`src/rtl/coin_acceptor.sv`:
```
// Coin-slot front end: synchronises and debounces the sensor, classifies the coin and
// accumulates credit, pulsing coin_inserted when credit first reaches PRICE.
module coin_acceptor #(
    parameter int unsigned DEBOUNCE_CYCLES = 4,
    parameter int unsigned PRICE           = 100,
    parameter int unsigned MAX_CREDIT      = 150,
    parameter int unsigned CREDIT_W        = 8
) (
    input  logic                clk,
    input  logic                reset,
    input  logic                coin_sense,
    input  logic [1:0]          coin_type,
    input  logic                credit_clear,
    output logic                coin_inserted,
    output logic                coin_reject,
    output logic [CREDIT_W-1:0] credit,
    output logic                credit_ready
);

    localparam int unsigned SumW = CREDIT_W + 1;
    localparam logic [3:0]          DebLast  = 4'(DEBOUNCE_CYCLES);
    localparam logic [SumW-1:0]     MaxSum   = SumW'(MAX_CREDIT);
    localparam logic [CREDIT_W-1:0] PriceVal = CREDIT_W'(PRICE);

    typedef enum logic [1:0] {
        StIdle,
        StDebounce,
        StAccept,
        StWaitRelease
    } state_e;

    logic                sync_meta_q;
    logic                s_sync_q;
    state_e              state_q, state_d;
    logic [3:0]          count_q, count_d;
    logic [CREDIT_W-1:0] credit_q, credit_d;
    logic                inserted_q, inserted_d;
    logic                reject_q, reject_d;

    logic [CREDIT_W-1:0] base_credit;
    logic [SumW-1:0]     coin_value;
    logic                coin_valid;
    logic [SumW-1:0]     sum;

    always_ff @(posedge clk) begin
        if (!reset) begin
            sync_meta_q <= 1'b0;
            s_sync_q    <= 1'b0;
            state_q     <= StIdle;
            count_q     <= 4'd0;
            credit_q    <= '0;
            inserted_q  <= 1'b0;
            reject_q    <= 1'b0;
        end else begin
            sync_meta_q <= coin_sense;
            s_sync_q    <= sync_meta_q;
            state_q     <= state_d;
            count_q     <= count_d;
            credit_q    <= credit_d;
            inserted_q  <= inserted_d;
            reject_q    <= reject_d;
        end
    end

    always_comb begin
        state_d = state_q;
        count_d = count_q;
        unique case (state_q)
            StIdle: begin
                if (s_sync_q) begin
                    if (DebLast == 4'd1) begin
                        state_d = StAccept;
                        count_d = 4'd0;
                    end else begin
                        state_d = StDebounce;
                        count_d = 4'd1;
                    end
                end
            end
            StDebounce: begin
                if (!s_sync_q) begin
                    state_d = StIdle;
                    count_d = 4'd0;
                end else if (count_q + 4'd1 == DebLast) begin
                    state_d = StAccept;
                    count_d = 4'd0;
                end else begin
                    count_d = count_q + 4'd1;
                end
            end
            StAccept: state_d = StWaitRelease;
            StWaitRelease: begin
                // One physical coin yields one accept: hold here until the slot empties.
                if (!s_sync_q) state_d = StIdle;
            end
            default: begin
                state_d = StIdle;
                count_d = 4'd0;
            end
        endcase
    end

    always_comb begin
        coin_valid = 1'b1;
        unique case (coin_type)
            2'b00:   coin_value = SumW'(5);
            2'b01:   coin_value = SumW'(10);
            2'b10:   coin_value = SumW'(25);
            default: begin
                coin_value = '0;
                coin_valid = 1'b0;
            end
        endcase
    end

    // A clear in the accept cycle empties the accumulator before the coin is added.
    assign base_credit = credit_clear ? '0 : credit_q;
    assign sum         = {1'b0, base_credit} + coin_value;

    always_comb begin
        credit_d   = base_credit;
        inserted_d = 1'b0;
        reject_d   = 1'b0;
        if (state_q == StAccept) begin
            if (!coin_valid || (sum > MaxSum)) begin
                reject_d = 1'b1;
            end else begin
                credit_d   = sum[CREDIT_W-1:0];
                inserted_d = (base_credit < PriceVal) && (sum >= {1'b0, PriceVal});
            end
        end
    end

    assign coin_inserted = inserted_q;
    assign coin_reject   = reject_q;
    assign credit        = credit_q;
    assign credit_ready  = (credit_q >= PriceVal);

    pulses_exclusive: assert property (@(posedge clk) disable iff (!reset)
        !(coin_inserted && coin_reject));

endmodule

```
`config.mk`:
```
export PLATFORM = sky130hd
export DESIGN_NAME = coin_acceptor
export DESIGN_NICKNAME = d
export VERILOG_FILES = /design/src/rtl/coin_acceptor.sv
export SDC_FILE = /design/constraint.sdc
export NUM_CORES = 1
export LEC_CHECK = 0
export ABC_AREA = 1
export CAP_MARGIN = 20
export CORE_MARGIN = 5
export CORE_UTILIZATION = 45
export CTS_BUF_LIST = sky130_fd_sc_hd__clkbuf_16
export DETAILED_ROUTE_END_ITERATION = 12
export PLACE_DENSITY = 0.75
export SYNTH_ARGS = -nofsm -noshare
export SYNTH_HDL_FRONTEND = slang
export SYNTH_SLANG_ARGS = --single-unit
```
`constraint.sdc`:
```
create_clock -name clk -period 5.25 [get_ports clk]
set_input_delay 1.575 -clock clk [delete_from_list [all_inputs] [get_ports clk]]
set_output_delay 1.575 -clock clk [all_outputs]
set_load 0.05 [all_outputs]
```
==> impl_metrics.py, run 1 <==
metrics = {
    "critical_path": {
        "crit_top_cell": "nor2_1",
        "cp_max_fo": 13,
        "cp_slowest_cell": "clkdlybuf4s50_1",
        "cp-startpoint": "coin_type[0]",
        "rr_endpoint": "credit[1]$_SDFF_PN0_",
        "r2r-start": "credit[0]$_SDFF_PN0_",
        "cp_top_family": "simple AND/OR/NAND/NOR gates",
        "critPathBufInv": 2,
        "crit_arrival_ns": 4.38,
        "reg2reg_slack_ns": 2.88,
        "cp.depth": 17,
        "worstPathRequired_ns": 5.43,
        "setup.worst_path.end_class": "register",
        "worstSetupStartpointType": "input pin",
        "cpPeakStageDelay_ns": 0.51,
        "critPathKind": "input pin to register",
        "crit_path_end": "credit[1]$_SDFF_PN0_",
        "path_cells": "clkdlybuf4s50_1, inv_1, ha_1, nor2_1, nor2_1, ha_1, fa_1, or2_1, nand3_1, nand3_1, a21oi_1, nand2_2, nand3_4, nand3_4, nand2_1, nand2_1, nor2_1",
        "r2r_cells": 14,
    },
    "sta": {
        "worst_slew_pin_slew_ns": 0.510,
        "relSlewSlack_pct": 65.9,
        "drv_slew": 0,
        "hold-worst-slack_ns": 0.411,
        "finalSetupTns_ns": 0,
        "finalCritPeriodShare_pct": 80.0,
        "timing.fmax_mhz": 238,
        "finalSetupViolCount": 0,
        "finalHoldViolCount": 0,
        "rsz0062_at_grt": "no",
        "skew_ns": 0.00121,
        "min_period_ns": 4.20,
    },
    "synthesis": {
        "synth_common_cells": "53 x nand2_1, 30 x inv_1, 25 x nor2_1",
        "yosysTopAreaCellShare_pct": 25.6,
        "synthArstFlopShare_pct": 0,
        "synth_most_common_cell": "nand2_1",
        "ys_ff_latch": 18,
        "synth_cells": 206,
        "yosysSeqAreaShare_pct": 25.6,
        "yosys.area.top_type": "dfxtp_1",
        "ys_warn_count": 0,
        "synth.area.top_cells": "dfxtp_1 26%, nand2_1 14%, ha_1 11%",
        "avgSynthCellArea_sq_um": 6.83,
        "syn-num-nets": 225,
        "synthFlopType": "dfxtp_1",
        "syn_area_sq_um": 1410,
        "yosysUniqueCellTypes": 29,
        "synth-edff-count": 0,
    },
    "floorplan": {
        "die_w_um": 65.9,
        "fp.dieH_um": 65.9,
        "start_util_pct": 46.5,
        "dieArea_sq_um": 4350,
        "ios": 17,
        "core-area_sq_um": 3030,
        "rows": 20,
    },
    "place": {
        "place_area_sq_um": 1600,
        "place_inst": 263,
        "hpwl_um": 2270,
        "gp_congestion": 0.815,
        "io_buffers": 16,
    },
    "hold_path": {
        "hold_class": "register to register",
        "hp-start": "sync_meta_q$_SDFF_PN0_",
    },
    "finish": {
        "design_area_sq_um": 1670,
        "diodes": 0,
        "instances_no_fill": 266,
        "syn2layout_area_growth_pct": 18.8,
        "utilization_pct": 55.2,
        "fill_cells": 302,
        "drive_above_1_share_pct": 12.6,
        "fin_nets": 243,
    },
    "route": {
        "first_iter_violations": 38,
        "wl_per_cell_um": 10.5,
        "vias": 1273,
        "drtPass1Iterations": 4,
        "remaining_drc_errors": 0,
        "postRouteAntennaNets": 0,
        "via_per_inst": 4.79,
        "wl_um": 2800,
    },
    "power": {
        "p_leak_nw": 0.880,
        "ir_drop_uv": 167,
        "powerDensity_nw_per_um2": 188,
    },
    "global_routing": {
        "track_usage_pct": 13.8,
        "grt_pass1_wl_um": 4780,
        "grt-ovfl-total": 0,
        "grt_pass1_vias": 1142,
        "grt_max_degree": 14,
        "antenna_found_initial": 0,
    },
    "clock_network": {
        "numCtsBuffers": 3,
        "cts_max_path_buffers": 2,
        "clockRootBuffer": "clkbuf_16",
        "hold_buffers": 0,
        "post-cts-setup-buffers": 0,
        "clk_pin_slew_worst_paths_ns": 0.05,
        "post_cts_resized": 0,
        "insertion_delay_ns": 0.24,
        "ctsHtreeMaxLevel": 1,
        "clock_sinks": 18,
        "tritoncts": "built",
    },
    "flow_run": {
        "drv_cap": 0,
    },
    "run_status": {
        "status": "finished clean",
    },
}
==> cells in the final DEF, fill, tap and decap left out <==
cell,n
nand4_2,1
nand2_1,53
ha_1,12
inv_2,1
xor2_1,1
dfxtp_1,18
nand4_1,5
nor2_2,1
a311oi_1,1
nor3_1,2
clkdlybuf4s50_1,16
inv_1,30
a221oi_1,1
nand3_2,7
clkbuf_16,3
a21oi_1,10
nor2_4,1
or2_1,2
nand3_4,2
a31o_2,1
nor2_1,25
nand2_2,10
xnor2_1,1
nand2_4,1
o31ai_1,1
o21ai_0,1
fa_1,1
nand3_1,13
o211ai_1,1
==> cells by family after synthesis <==
kind of cell / count (synthesis) / synth area share (%)
buffers and inverters: 34 / 10.1
and+or+nand+nor: 123 / 44.1
xor gates and xnor gates: 2 / 1.24
DFF: 18 / 25.6
adders and majority gates: 13 / 12.1
AOI/OAI and AO/OA: 16 / 6.84
==> through the flow <==
stage | setup slack, ns | power, mW
final | 1.05 | 0.315
after global placement | 0.874 | 0.172
after detailed placement | 0.804 | 0.172
after global routing | 0.840 | 0.328
after CTS | 1.05 | 0.320
after floorplan | 1.49 | 0.163
==> power by group <==
group	internal, mW	switching, mW
sequential	0.138	0.00148
combinational	0.0115	0.0183
clock	0.0999	0.0454
total	0.250	0.0652
==> state kept, by name, indices dropped and copies added, names as in the netlist, named ones only <==
signal         flops
sync_meta_q        1
count_q            4
credit             8
coin_inserted      1
coin_reject        1
state_q            1
s_sync_q           1
==> worst register-to-register path, stage by stage (launching register included) <==
cell     delay [ns]
dfxtp_1        0.31
nand2_1        0.08
inv_1          0.05
ha_1           0.24
fa_1           0.42
or2_1          0.26
nand3_1        0.09
nand3_1        0.08
a21oi_1        0.17
nand2_2        0.09
nand3_4        0.11
nand3_4        0.15
nand2_1        0.10
nand2_1        0.05
nor2_1         0.10
==> how the worst min path moves through the flow <==
stage / to / cells past startpoint
finish: s_sync_q$_SDFF_PN0_ / 2
global route: s_sync_q$_SDFF_PN0_ / 2
global placement: s_sync_q$_SDFF_PN0_ / 2
detailed placement: s_sync_q$_SDFF_PN0_ / 2
floorplan: s_sync_q$_SDFF_PN0_ / 2
CTS: s_sync_q$_SDFF_PN0_ / 2
==> cell type report <==
class	count	area, sq um	share of cell area, %
clock buffer	3	75.1	4.49
sequential	18	360	21.6
tap	44	55.1	3.29
inverter	31	116	6.96
multi-input combinational	154	905	54.1
timing repair buffer	16	160	9.58
==> layer usage <==
layer	global-route usage, %	share of wire, %	vias up
met4	2.28	0.32	0
li1	-	-	689
met3	4.08	5.7	2
met1	19.1	52	548
met5	0	0	-
met2	21.5	42	34
Power figures use the tool's default switching activity.
==> run 2, diff against run 1 <==
--- a/config.mk
+++ b/config.mk
@@ -11,7 +11,7 @@
 export CORE_UTILIZATION = 45
 export CTS_BUF_LIST = sky130_fd_sc_hd__clkbuf_16
 export DETAILED_ROUTE_END_ITERATION = 12
-export PLACE_DENSITY = 0.75
+export PLACE_DENSITY = 0.77
 export SYNTH_ARGS = -nofsm -noshare
 export SYNTH_HDL_FRONTEND = slang
 export SYNTH_SLANG_ARGS = --single-unit
==> constraint.sdc (replaced) <==
create_clock -name clk -period 3.4 [get_ports clk]
set_input_delay 1.02 -clock clk [delete_from_list [all_inputs] [get_ports clk]]
set_output_delay 1.02 -clock clk [all_outputs]
set_load 0.05 [all_outputs]
==> impl_metrics.py, run 2 (same netlist as run 1, synthesis figures left out) <==
metrics = {
    "run_status": {
        "status": "finished clean",
    },
    "sta": {
        "finalHoldViolCount": 0,
        "timing.fmax_mhz": 310,
        "min_period_ns": 3.23,
        "finalSetupViolCount": 0,
        "fin_ws_ns": 0.173,
        "finalCritPeriodShare_pct": 94.9,
        "worst_slew_pin_slew_ns": 0.619,
        "relSlewSlack_pct": 58.6,
        "drv_slew": 0,
        "skew_ns": 0.00540,
    },
    "finish": {
        "syn2layout_area_growth_pct": 34.5,
        "utilization_pct": 62.5,
        "diodes": 0,
        "fin_nets": 268,
        "largest_reg_flops": 8,
        "drive_above_1_share_pct": 26.3,
        "final_cell_mix": "51 x nand2_1, 29 x inv_1, 24 x buf_4",
        "final_common_cell": "nand2_1",
    },
    "clock_network": {
        "clk_pin_slew_worst_paths_ns": 0.05,
        "tritoncts": "built",
        "insertion_delay_ns": 0.25,
        "clockRootBuffer": "clkbuf_16",
        "numCtsBuffers": 3,
        "ctsHtreeMaxLevel": 1,
        "cts_max_path_buffers": 2,
        "clock_sinks": 18,
    },
    "critical_path": {
        "cp_slowest_cell": "fa_2",
        "worstSetupStartpointType": "input pin",
        "cpPeakStageDelay_ns": 0.41,
        "cp_max_fo": 7,
        "setup.worst_path.end_class": "register",
        "path_cells": "dlygate4sd2_1, inv_2, ha_2, nor2_2, nor2_1, ha_2, fa_2, or2_1, nand3_1, nand3_1, a21oi_2, nand2_2, nand3_4, nand3_4, nand2_2, nand2_1, nor2_1",
        "critPathBufInv": 2,
        "crit_arrival_ns": 3.40,
        "reg2reg_slack_ns": 1.09,
        "critPathKind": "input pin to register",
        "worstPathRequired_ns": 3.58,
        "cp_top_family": "simple AND/OR/NAND/NOR gates",
    },
    "place": {
        "place_worst_setup_slack_ns": -0.466,
        "gp_congestion": 0.894,
        "hpwl_um": 2470,
        "io_buffers": 16,
    },
    "floorplan": {
        "start_util_pct": 46.5,
        "fp.dieH_um": 65.9,
        "dieArea_sq_um": 4350,
        "die_w_um": 65.9,
        "core-area_sq_um": 3030,
        "rows": 20,
        "ios": 17,
    },
    "global_routing": {
        "antenna_found_initial": 0,
        "grt_pass1_wl_um": 5480,
        "grt-ovfl-total": 0,
        "track_usage_pct": 16.0,
        "grt_pass1_vias": 1314,
        "grt_max_degree": 14,
    },
    "power": {
        "powerDensity_nw_per_um2": 267,
        "p_leak_nw": 0.998,
        "ir_drop_uv": 276,
        "p_total_uw": 505,
    },
    "flow_run": {
        "drv_cap": 0,
    },
    "hold_path": {
        "hold_class": "register to register",
    },
    "route": {
        "wl_per_cell_um": 10.6,
        "via_per_inst": 4.76,
        "wl_um": 3080,
        "vias": 1385,
        "postRouteAntennaNets": 0,
        "remaining_drc_errors": 0,
        "first_iter_violations": 45,
        "drtPass1Iterations": 5,
    },
}
## run 2: changes by cell type in the layout (fill, tap and decap cells not counted), sizes merged
cell / change
buf: +24
clkbuf: +1
clkdlybuf4s50: -3
dlygate4sd2: +1
dlymetal6s2s: +1
nand3: +1
## run 2: report_power, final
part	switching, mW	internal (mW)
sequential	0.00213	0.213
combinational	0.0326	0.0285
clock	0.0743	0.154
## run 2: final cells by class
type | instances | area [sq um]
Clock buffer | 3 | 75.1
Fill cell | 251 | 1130
Inverter | 31 | 116
Multi-Input combinational cell | 155 | 950
Sequential cell | 18 | 360
Tap cell | 44 | 55.1
Timing Repair Buffer | 40 | 337
## run 2: timing repair
action                                  CTS  global route
hold buffers                              0             0
pin swaps                                 7             4
endpoints found under the setup margin   10            10
cloned                                    1             0
gates resized for setup                   8             9
setup buffers                             0             0
## run 2: final timing paths
path	from	cells after the start	end
min	sync_meta_q$_SDFF_PN0_	2	s_sync_q$_SDFF_PN0_
max	coin_type[0]	17	credit[1]$_SDFF_PN0_
min reg2reg	sync_meta_q$_SDFF_PN0_	2	s_sync_q$_SDFF_PN0_
max reg2reg	credit[0]$_SDFF_PN0_	14	credit[1]$_SDFF_PN0_
## run 2: tightest hold or removal path, stage by stage, from the launching register on
cell	delay, ns
dfxtp_1	0.30
nand2_1	0.05
inv_1	0.04
## run 2: metal layers
layer	global-route usage (%)	vias to the layer above	part of all wire [%]
met5	0	-	0
met4	2.79	0	0.62
met3	4.93	4	5.1
met2	25.2	24	45
met1	21.7	613	49
li1	-	744	-
## run 2: through the flow
step	hold slack (ns)	instance area, sq um	instances	setup TNS (ns)
floorplan	0.390	1410	206	0
global placement	0.393	1780	287	-3.06
detailed placement	0.414	1780	287	-4.16
CTS	0.426	1880	291	0
global route	0.449	1890	291	-0.0203
finish	0.424	1890	291	0
==> run 3, diff against run 2 <==
--- a/config.mk
+++ b/config.mk
@@ -5,13 +5,13 @@
 export SDC_FILE = /design/constraint.sdc
 export NUM_CORES = 1
 export LEC_CHECK = 0
-export ABC_AREA = 1
+export ABC_AREA = 0
 export CAP_MARGIN = 20
 export CORE_MARGIN = 5
 export CORE_UTILIZATION = 45
 export CTS_BUF_LIST = sky130_fd_sc_hd__clkbuf_16
 export DETAILED_ROUTE_END_ITERATION = 12
-export PLACE_DENSITY = 0.77
+export PLACE_DENSITY = 0.78
 export SYNTH_ARGS = -nofsm -noshare
 export SYNTH_HDL_FRONTEND = slang
 export SYNTH_SLANG_ARGS = --single-unit
==> impl_metrics.py, run 3 <==
metrics = {
    "route": {
        "wl_um": 4030,
        "drtPass1Iterations": 4,
        "vias": 1346,
        "remaining_drc_errors": 0,
        "via_per_inst": 5.90,
        "wl_per_cell_um": 17.7,
        "postRouteAntennaNets": 0,
        "first_iter_violations": 63,
    },
    "critical_path": {
        "rr_endpoint": "credit[7]$_SDFF_PN0_",
        "cp-startpoint": "coin_type[1]",
        "cp_max_fo": 4,
        "worstPathRequired_ns": 3.56,
        "critPathKind": "input pin to register",
        "crit_path_end": "credit[7]$_SDFF_PN0_",
        "crit_arrival_ns": 3.64,
        "setup.worst_path.end_class": "register",
        "r2r_cells": 10,
        "worstSetupStartpointType": "input pin",
        "reg2reg_slack_ns": 0.61,
        "r2r-start": "credit[0]$_SDFF_PN0_",
    },
    "sta": {
        "timing.fmax_mhz": 287,
        "fin_ws_ns": -0.0787,
        "finalSetupViolCount": 6,
        "finalSetupTns_ns": -0.186,
        "min_period_ns": 3.48,
        "worst_slew_pin_slew_ns": 0.676,
        "relSlewSlack_pct": 54.2,
        "finalHoldViolCount": 0,
        "finalCritPeriodShare_pct": 102,
        "drv_slew": 0,
        "rsz0062_at_grt": "yes",
        "skew_ns": 0.00177,
    },
    "floorplan": {
        "die_w_um": 64.0,
        "dieArea_sq_um": 4090,
        "rows": 19,
        "start_util_pct": 47.1,
        "fp.dieH_um": 64.0,
        "ios": 17,
        "core-area_sq_um": 2780,
    },
    "place": {
        "gp_congestion": 0.920,
        "hpwl_um": 2500,
        "io_buffers": 16,
    },
    "clock_network": {
        "cts_max_path_buffers": 2,
        "hold_buffers": 0,
        "tritoncts": "built",
        "numCtsBuffers": 3,
        "clk_pin_slew_worst_paths_ns": 0.05,
        "clock_sinks": 18,
        "insertion_delay_ns": 0.25,
        "ctsHtreeMaxLevel": 1,
        "clockRootBuffer": "clkbuf_16",
    },
    "synthesis": {
        "syn_area_sq_um": 1310,
        "syn-num-nets": 170,
        "synthArstFlopShare_pct": 0,
        "yosysSeqAreaShare_pct": 27.5,
        "yosysTopAreaCellShare_pct": 27.5,
        "synth_common_cells": "18 x dfxtp_1, 14 x nor2_1, 12 x ha_1",
        "synthFlopType": "dfxtp_1",
        "ys_warn_count": 0,
        "synth-edff-count": 0,
        "synth.area.top_cells": "dfxtp_1 27%, ha_1 11%, nor2b_1 4.8%",
        "ys_ff_latch": 18,
        "synth_cells": 151,
        "yosys.area.top_type": "dfxtp_1",
        "yosysUniqueCellTypes": 42,
        "synth_most_common_cell": "dfxtp_1",
        "avgSynthCellArea_sq_um": 8.68,
    },
    "run_status": {
        "violations": "setup timing",
        "status": "finished with violations",
    },
    "finish": {
        "utilization_pct": 71.3,
        "diodes": 0,
        "syn2layout_area_growth_pct": 51.2,
        "largest_reg_flops": 8,
        "fin_nets": 218,
        "final_cell_mix": "30 x buf_4, 18 x dfxtp_1, 14 x nor2_1",
        "final_common_cell": "buf_4",
        "drive_above_1_share_pct": 32.5,
    },
    "power": {
        "switchingPower_uw": 116,
        "comb_power_share_pct": 14.0,
        "ir_drop_uv": 414,
        "powerDensity_nw_per_um2": 261,
        "seqPwrFrac_pct": 41.6,
        "clkPwrFrac_pct": 44.4,
        "p_leak_nw": 0.826,
        "p_int_uw": 402,
        "sw_frac_of_total_pct": 22.4,
    },
    "global_routing": {
        "grt_max_degree": 13,
        "grt_pass1_wl_um": 5750,
        "grt_pass1_vias": 1285,
        "antenna_found_initial": 0,
        "track_usage_pct": 17.7,
        "grt-ovfl-total": 0,
    },
    "flow_run": {
        "drv_cap": 0,
    },
    "hold_path": {
        "hold_class": "register to register",
    },
}
-- run 3: stage by stage --
| step | setup WS (ns) | area, sq um | hold WS [ns] | power, mW | cells |
|---|---|---|---|---|---|
| finish | -0.0787 | 1980 | 0.446 | 0.518 | 228 |
| floorplan | 0.00844 | 1320 | 0.412 | 0.249 | 151 |
| global placement | -0.850 | 1650 | 0.427 | 0.273 | 214 |
| detailed placement | -0.984 | 1650 | 0.429 | 0.276 | 214 |
| CTS | 0.0000735 | 1820 | 0.449 | 0.511 | 223 |
| global route | -0.128 | 1980 | 0.458 | 0.534 | 228 |
-- run 3: worst min-delay path by stage --
| stage | startpoint | end | cells past startpoint |
|---|---|---|---|
| 6_report | sync_meta_q$_SDFF_PN0_ | s_sync_q$_SDFF_PN0_ | 1 |
| 5_1_grt | sync_meta_q$_SDFF_PN0_ | s_sync_q$_SDFF_PN0_ | 1 |
| 4_1_cts | sync_meta_q$_SDFF_PN0_ | s_sync_q$_SDFF_PN0_ | 1 |
| 3_5_place_dp | sync_meta_q$_SDFF_PN0_ | s_sync_q$_SDFF_PN0_ | 1 |
| 3_3_place_gp | sync_meta_q$_SDFF_PN0_ | s_sync_q$_SDFF_PN0_ | 1 |
| 2_1_floorplan | sync_meta_q$_SDFF_PN0_ | s_sync_q$_SDFF_PN0_ | 1 |
-- run 3: worst max-delay path: stages --
cell and delay (ns):
buf_12 0.09, inv_6 0.03, ha_4 0.15, nor2_1 0.08, nor2_1 0.05, ha_2 0.18, fa_2 0.38, a21oi_4 0.21
o22ai_2 0.10, a311o_1 0.46, a211oi_4 0.28, a21oi_4 0.07, or3_1 0.31, a211oi_1 0.22
-- run 3: power by group through the flow --
stage / clock network, mW / logic [mW] / registers, mW
floorplan: 0 / 0.0295 / 0.219
global placement: 0 / 0.0537 / 0.220
detailed placement: 0 / 0.0561 / 0.220
CTS: 0.235 / 0.0608 / 0.215
global route: 0.242 / 0.0766 / 0.216
finish: 0.230 / 0.0726 / 0.215
-- run 3: timing repair --
action / CTS / global route
buffers inserted: 5 / 5
gates resized for setup: 27 / 20
endpoints found under the setup margin: 10 / 9
pin swaps: 13 / 13
gates cloned: 1 / 0
-- run 3: area by class of cell --
cell class	count	area, sq um
well taps	31	38.8
multi-input cells	121	1060
inverters	8	40.0
repair buffers	47	413
clock buffers	3	75.1
fillers	194	798
flip-flops and latches	18	360
-- run 3: cell families (layout without fill, tap and decap cells) --
kind of cell,after synthesis,after routing,synth area share (%)
flops,18,18,27.5
mux,5,5,3.82
compound gates,37,38,20.9
simple gates,56,56,24.3
fa+ha+maj,13,13,13.0
xor+xnor,9,9,6.01
buf+inv,13,58,4.49
-- run 3: routing by layer --
| metal | up-vias | routed length (um) | global-route usage [%] |
|---|---|---|---|
| met3 | 12 | 166 | 2.45 |
| met4 | 0 | 117 | 11.9 |
| met2 | 50 | 2270 | 33.3 |
| li1 | 633 | - | - |
| met5 | - | 0 | 0 |
| met1 | 651 | 1480 | 17.6 |
==> RTL change, RTL diff (settings of run 1) <==
Set the parameter `CREDIT_W` to 7 (it was 8).
--- a/src/rtl/coin_acceptor.sv
+++ b/src/rtl/coin_acceptor.sv
@@ -4,7 +4,7 @@
     parameter int unsigned DEBOUNCE_CYCLES = 4,
     parameter int unsigned PRICE           = 100,
     parameter int unsigned MAX_CREDIT      = 150,
-    parameter int unsigned CREDIT_W        = 8
+    parameter int unsigned CREDIT_W        = 7
 ) (
     input  logic                clk,
     input  logic                reset,
Ports: changed (resized credit); port bits go from 17 to 16. The function was not compared with the original's and may differ.
==> RTL change against run 1 <==
Wire length decreased by 11%; combinational power decreased by 3%; critical path depth unchanged; design area decreased by 9.9%; sequential cell count decreased by 1; non-clock buffer count decreased by 1; total power decreased by 2.3%; area after synthesis decreased by 12%; worst setup slack improved by 200 ps; global-route usage increased by 0.24 points; die area decreased by 10%; register-to-register slack improved by 140 ps; core utilization increased by 0.38 points; largest power group unchanged.
==> RTL change: results (changes against run 1) <==
- Final #Nets: 226 (was 243)
- Startpoint types: primary input (unchanged)
- Switching Fraction: 21.1% (was 20.7%)
- CP delay by family, top: adder cells (was simple AND/OR/NAND/NOR gates)
- End of the critical path: credit[3]$_SDFF_PN0_ (was credit[1]$_SDFF_PN0_)
- Clk pwr: around 150 uW
- Worst hold stages: 2 (unchanged)
- Vias per Instance: 4.86 (was 4.79)
- Main flop type after synthesis: dfxtp_1 (unchanged)
- Power per cell area: 204 nW/um^2 (was 188 nW/um^2)
- Largest net degree at the start of global routing: 12 (was 14)
- Max FFs per register: 7 (was 8)
- Post-synthesis sequential area ratio: 27.4% (was 25.6%)
- Initial DRC count: 60 (was 38)
- Run status: completed (unchanged)
- Final WL: 2490 um (was 2800 um)
- Dpl ws: 973 ps (was 804 ps)
- Worst-path clk slew: 50 ps (about the same)
- Post-Synth XOR/XNOR Area: 1.41% (was 1.24%)
- ANT cells: 0 (unchanged)
- R2R cell count: 17 (was 14)
- CP max stage cell: clkdlybuf4s50_1 (unchanged)
- Total setup buffers inserted after CTS: 0 (unchanged)
- Crit Reg-Reg Startpoint: credit[0]$_SDFF_PN0_ (unchanged)
- GRT Total Usage: 14.0% (was 13.8%)
- Worst path max stage delay: 510 ps (about the same)
- Worst vdd ir: 207 uV (was 167 uV)
- Worst-path fanout max: 8 (was 13)
- Vias in the first global route: 1,070 (was 1,142)
- Compound-Gate Fraction of Synth Area: 8.16% (was 6.84%)
- Placed Area: 1430 um^2 (was 1600 um^2)
- Synth cell types: 26 (was 29)
- Hold WS: 409 ps (was 411 ps)
- YS warnings: 0 (unchanged)
- Gpl congestion: 0.817 (was 0.815)
- Synth Instances: 188 (was 206)
- Number of iterations in the first detailed-routing pass: 4 (unchanged)
- DP HPWL: 2070 um (was 2270 um)
- Clock buffer depth: 2 (unchanged)
- Least-Margin Pin Slew: 515 ps (was 510 ps)
- Share of post-route cells with drive strength above 1: 7.28% (was 12.6%)
- Hold Path End: s_sync_q$_SDFF_PN0_ (unchanged)
- Part of the power in registers: 42.9% (was 44.4%)
- P_leak: 0.000801 uW (was 0.000880 uW)
- FFs w/ async S/R, synth: 0% (unchanged)
- Worst Skew: 3.35 ps (was 1.21 ps)
- Root buf cell: clkbuf_16 (unchanged)
- Hold path startpoint: sync_meta_q$_SDFF_PN0_ (unchanged)
- Synth top cells by count: nand2_1 (45), inv_1 (41), dfxtp_1 (17) (was nand2_1 (53), inv_1 (30), nor2_1 (25))
- CTS Buf Count: 3 (unchanged)
- Max frequency: 250 MHz (was 238 MHz)
- Post-Synth Adder-Cell Area: 13.7% (was 12.1%)
- Global-route wire length before repair: 4490 um (was 4780 um)
- Layout Cells excl Fill: 237 (was 266)
- Number of I/O port buffers: 15 (was 16)
- Post-Syn Nets: 207 (was 225)
- R2R Setup Slk: 3020 ps (was 2880 ps)
- Crit path DAT: 4140 ps (was 4380 ps)
- Mux share of post-synthesis cell area: 0% (unchanged)
- Leading post-synthesis cells by cell area: dfxtp_1 (27%), nand2_1 (14%), inv_1 (12%) (was dfxtp_1 (26%), nand2_1 (14%), ha_1 (11%))
-- RTL change: changes by cell type after synthesis, moves of 3 or more --
cell	delta
nand3_2	-6
inv_1	+11
nand2_2	-5
o21ai_0	+3
nand4_1	+4
nand2_1	-8
nor2_1	-9
-- RTL change: routing by layer --
metal	vias to the layer above	track usage (%)	routed length, um
met5	-	0	0
met4	0	5.04	46
met3	6	4.14	117
met2	21	23.8	1160
met1	493	16.6	1170
li1	633	-	-
-- RTL change: logic make-up (layout without fill, tap and decap cells) --
kind of cell             Yosys count  in the layout
flip-flops                        17             17
adder cells (fa/ha/maj)           13             13
buffers and inverters             43             61
AND/OR/NAND/NOR                   96             96
AO/OA/AOI/OAI                     17             17
XOR/XNOR                           2              2
-- RTL change: cell type report --
type	count	area, um^2
Inverter	42	158
Clock inverter	1	3.75
Clock buffer	3	75.1
Tap cell	31	38.8
Multi-Input combinational cell	128	741
Fill cell	278	1200
Timing Repair Buffer	15	150
Sequential cell	17	340
